<file path="src/rtl/seq_det_pkg.sv">
// Shared constants and helpers for the parameterised serial pattern detector.
package seq_det_pkg;

  localparam int unsigned PAT_W_MIN  = 2;
  localparam int unsigned PAT_W_MAX  = 16;
  localparam int unsigned NUM_CH_MIN = 1;
  localparam int unsigned NUM_CH_MAX = 8;
  localparam int unsigned CNT_W      = 8;

  // Fill counter must represent 0..pat_w inclusive.
  function automatic int unsigned fill_w(input int unsigned pat_w);
    return $clog2(pat_w + 1);
  endfunction

endpackage

</file>
<file path="src/rtl/seq_det_lane.sv">
// One detector channel: history shifter, fill counter, match pulse and optional
// saturating match counter (enabled by SEQ_DET_COUNT_EN).
module seq_det_lane
  import seq_det_pkg::*;
#(
  parameter int unsigned PAT_W   = 4,
  parameter bit          OVERLAP = 1'b1
) (
  input  logic             clk,
  input  logic             reset,
  input  logic             din,
  input  logic             din_valid,
  input  logic             pat_load,
  input  logic [PAT_W-1:0] pat,
  output logic             y,
  output logic [CNT_W-1:0] match_cnt
);

  localparam int unsigned FW = fill_w(PAT_W);
  localparam logic [FW-1:0] FILL_FULL = FW'(PAT_W);

  logic [PAT_W-1:0] hist_q, hist_d, hist_shift;
  logic [FW-1:0]    fill_q, fill_d, fill_inc;
  logic             y_q, y_d;
  logic             match;

  always_comb begin
    hist_shift = {hist_q[PAT_W-2:0], din};
    fill_inc   = (fill_q == FILL_FULL) ? FILL_FULL : fill_q + 1'b1;
    // Load wins over a simultaneous valid bit, so it also suppresses the match.
    match      = din_valid & ~pat_load & (fill_inc == FILL_FULL) & (hist_shift == pat);

    hist_d = hist_q;
    fill_d = fill_q;
    y_d    = 1'b0;
    if (pat_load) begin
      hist_d = '0;
      fill_d = '0;
    end else if (din_valid) begin
      hist_d = hist_shift;
      fill_d = (match && !OVERLAP) ? '0 : fill_inc;
      y_d    = match;
    end
  end

  always_ff @(posedge clk or negedge reset) begin
    if (!reset) begin
      hist_q <= '0;
      fill_q <= '0;
      y_q    <= 1'b0;
    end else begin
      hist_q <= hist_d;
      fill_q <= fill_d;
      y_q    <= y_d;
    end
  end

  assign y = y_q;

`ifdef SEQ_DET_COUNT_EN
  logic [CNT_W-1:0] cnt_q;

  always_ff @(posedge clk or negedge reset) begin
    if (!reset) begin
      cnt_q <= '0;
    end else if (pat_load) begin
      cnt_q <= '0;
    end else if (match && (cnt_q != {CNT_W{1'b1}})) begin
      cnt_q <= cnt_q + 1'b1;
    end
  end

  assign match_cnt = cnt_q;
`else
  assign match_cnt = '0;
`endif

endmodule

</file>
<file path="src/rtl/seq_detector_param.sv">
// Multi-channel serial pattern detector sharing one loadable pattern.
// Define SEQ_DET_COUNT_EN to build the per-channel saturating match counters.
module seq_detector_param
  import seq_det_pkg::*;
#(
  parameter int unsigned PAT_W   = 4,
  parameter int unsigned NUM_CH  = 2,
  parameter bit          OVERLAP = 1'b1
) (
  input  logic                    clk,
  input  logic                    reset,
  input  logic [NUM_CH-1:0]       din,
  input  logic                    din_valid,
  input  logic                    pat_load,
  input  logic [PAT_W-1:0]        pat_in,
  output logic [NUM_CH-1:0]       y,
  output logic [NUM_CH*CNT_W-1:0] match_cnt
);

  logic [PAT_W-1:0] pat_q;

  always_ff @(posedge clk or negedge reset) begin
    if (!reset) begin
      pat_q <= '0;
    end else if (pat_load) begin
      pat_q <= pat_in;
    end
  end

  for (genvar c = 0; c < NUM_CH; c++) begin : g_lane
    seq_det_lane #(
      .PAT_W  (PAT_W),
      .OVERLAP(OVERLAP)
    ) u_lane (
      .clk      (clk),
      .reset    (reset),
      .din      (din[c]),
      .din_valid(din_valid),
      .pat_load (pat_load),
      .pat      (pat_q),
      .y        (y[c]),
      .match_cnt(match_cnt[c*CNT_W +: CNT_W])
    );
  end

endmodule

</file>
<file path="config.mk">
export PLATFORM = sky130hd
export DESIGN_NAME = seq_detector_param
export DESIGN_NICKNAME = d
export VERILOG_FILES = /design/src/rtl/seq_det_pkg.sv /design/src/rtl/seq_det_lane.sv /design/src/rtl/seq_detector_param.sv
export SDC_FILE = /design/constraint.sdc
export NUM_CORES = 1
export LEC_CHECK = 0
export ABC_AREA = 1
export BUFFER_PORTS_ARGS = -buffer_cell sky130_fd_sc_hd__buf_2
export CORE_MARGIN = 1
export CORE_UTILIZATION = 51
export DETAILED_ROUTE_END_ITERATION = 6
export HOLD_SLACK_MARGIN = 0.15
export PLACE_DENSITY = 0.81
export SYNTH_ARGS = -nofsm -noshare
export SYNTH_HDL_FRONTEND = slang
export SYNTH_SLANG_ARGS = --single-unit
</file>
<file path="constraint.sdc">
create_clock -name clk -period 1.2 [get_ports clk]
set_input_delay 0.18 -clock clk [delete_from_list [all_inputs] [get_ports clk]]
set_output_delay 0.18 -clock clk [all_outputs]
set_load 0.02 [all_outputs]
</file>
==> results.tsv <==
metric	value	unit
cts_tree	yes	
avgSynthCellArea	7.99	µm²
gp_routability_congestion	0.788	
wl_per_cell	10.5	µm
cts-root-buf	clkbuf_4	
slowest_stage	dfrtp_1	
yosys_warnings	0	
io_buffers	11	
rsz0062_at_grt	true	
power.share.clock	23.6	%
drt_pass1_iterations	4	
max_stage_delay	0.42	ns
die_y	48.3	µm
dpl_worst_slack	-0.0196	ns
min_period	1.13	ns
finalNetCount	172	
syn_to_final_growth	14.7	%
diodes	0	
numCtsBuffers	3	
outcome	complete, no violations	
grt_pass1_wl	3130	µm
cp.required	1.43	ns
postSynthCellCount	137	
syn_area	0.00109	mm²
worstPathCellList	inv_2 -> ha_4 -> inv_2 -> nand3_2 -> nor2_2 -> nand2_1 -> nor2_1	
seq_area_frac_synth	41.1	%
timing.rr.start	g_lane[1].u_lane.fill_q[0]	
switching_share	31.7	%
min_path_type	in -> reg	
num_rows	16	
start_util	55.2	%
finalWirelength	1930	µm
startpoint_type	register	
fmax	0.885	GHz
r2r_cells	7	
switchingPower	0.408	mW
cts_max_level	1	
clock-sinks	18	
worst_slack	0.0695	ns
peakVddDrop	0.796	mV
clk_pin_slew	0.10	ns
grtUsageTotal	17.2	%
core	0.00198	mm²
die-area	0.00234	mm²
setup_viol	0	
antenna_found_initial	0	
cp_common_cell	inv_2	
via_per_inst	4.49	
worstSkewPairLatency	0.29	ns
cp-startpoint	g_lane[1].u_lane.fill_q[0]	
initialDrtViolationCount	5	
yosysUniqueCellTypes	19	
grt_start_max_net_pins	19	
clock_path_buffers	2	
worstPathArrival	1.36	ns
period_share	94.2	%
hold_depth	3	
reg2reg_to	g_lane[1].u_lane.y	
multi_input_area	505	µm²
hold_violations	0	
rrSetupSlack	0.07	ns
setup.worst_path.end	g_lane[1].u_lane.y	
slew_violations	0	
intPower	0.882	mW
crit_fanout	3	
p_comb_share	24.8	%
grt_pass1_vias	783	
maxCapViolations	0	
endpoint_kind	register	
drc	0	
dp_cells	171	
final-seq-area	450	µm²
die_x	48.3	µm
p_per_area	1030	mW/mm²
clock_skew	0.00117	ns
seq_power_share	51.6	%
setup_tns	0	ns
ant_nets	0	
ys_ff_latch	18	
final_cells	183	
worstSetupPathType	reg -> reg	
hold_slack	0.166	ns
p_leak	0.627	nW
overflow	0	
hpwl	1350	µm
drive_gt1_share	25.6	%
fill_cells	170	
ios	28	
routed-via-count	822	
[per-stage QoR]
stage                     utilization [%]  instance area [µm²]  power, mW
after global placement               55.0                 1090      0.909
after detailed placement             55.0                 1090      0.920
after CTS                            59.2                 1170       1.24
after floorplan                         -                 1150      0.899
final                                63.4                 1260       1.29
after global routing                 63.4                 1260       1.37
[critical path: cells and delay by family (launching register included)]
kind	cells	cell delay, ns
DFF	1	0.42
and+or+nand+nor	4	0.30
adders and majority gates	1	0.20
buffers and inverters	2	0.15
[synthesized netlist by cell type]
library cell | n | area share, %
nand2_4 | 1 | 1.0
ha_1 | 4 | 4.6
dfrtp_1 | 18 | 41
buf_6 | 2 | 2.1
o22ai_1 | 5 | 2.9
o22ai_2 | 2 | 2.3
a21oi_1 | 2 | 0.91
nor2_1 | 7 | 2.4
inv_6 | 1 | 0.80
nor2_4 | 1 | 1.0
o21ai_1 | 3 | 1.4
conb_1 | 1 | 0.34
nand3_1 | 5 | 2.3
nand2_1 | 36 | 12
inv_2 | 2 | 0.69
xnor2_1 | 2 | 1.6
buf_4 | 18 | 12
inv_1 | 21 | 7.2
o21ai_0 | 6 | 2.7
[cells in the final DEF (no fill, tap or decap), types with 5 or more instances in the layout]
cell type	instances
nand2_1	36
nor2_1	5
dfrtp_1	18
o22ai_1	5
conb_1	16
buf_2	11
o21ai_0	6
dlygate4sd3_1	6
inv_1	14
inv_2	9
[how the worst min path moves through the flow]
stage / end / slack (ns) / start
global placement: g_lane[1].u_lane.fill_q[2] / 0.13 / reset
global route: g_lane[1].u_lane.hist_q[0] / 0.19 / din[1]
floorplan: g_lane[0].u_lane.fill_q[0] / -0.12 / reset
finish: g_lane[1].u_lane.hist_q[0] / 0.17 / din[1]
detailed placement: g_lane[1].u_lane.fill_q[0] / 0.13 / reset
CTS: g_lane[1].u_lane.hist_q[0] / 0.16 / din[1]
[power groups by stage]
stage	Clock [mW]	Combinational, mW	Sequential, mW
6_report	0.304	0.320	0.666
5_1_grt	0.339	0.359	0.670
4_1_cts	0.315	0.262	0.663
3_5_place_dp	0	0.245	0.675
3_3_place_gp	0	0.236	0.673
2_1_floorplan	0	0.229	0.670
[state kept, by name (all words and copies together) (netlist names)]
name / flops
g_lane.u_lane.fill_q: 6
g_lane.u_lane.hist_q: 6
pat_q: 4
g_lane.u_lane.y: 2
[what timing repair did]
action | 4_1_cts | 5_1_grt
resized for setup | 1 | 16
pin swaps | 2 | 8
hold buffers | 6 | 0
buffers inserted | 0 | 3
endpoints found under the setup margin | 1 | 3
endpoints found under the hold margin | 23 | 0
[routing by layer]
metal	global-route usage (%)	up-vias	part of all wire (%)	routed length (µm)
li1	-	426	-	-
met3	1.89	2	2.3	44
met2	31.2	14	53	1010
met4	5.88	0	0.88	17
met1	21.2	380	44	853
met5	0	-	0	0
[area by class of cell]
class / count / area share (%)
multi-input cells: 90 / 40.2
flip-flops and latches: 18 / 35.9
repair buffers: 21 / 11.9
inverters: 24 / 7.57
well taps: 27 / 2.69
clock buffers: 3 / 1.79
[logic make-up (layout without fill, tap and decap cells)]
family | after synthesis | after routing | share of synthesized area [%]
xor+xnor | 2 | 2 | 1.60
other cells | 1 | 16 | 0.343
flops | 18 | 18 | 41.1
compound gates | 18 | 18 | 10.2
simple gates | 50 | 50 | 19.1
buf+inv | 44 | 48 | 23.1
fa+ha+maj | 4 | 4 | 4.57
No activity file was read; power rests on OpenSTA's default activity.
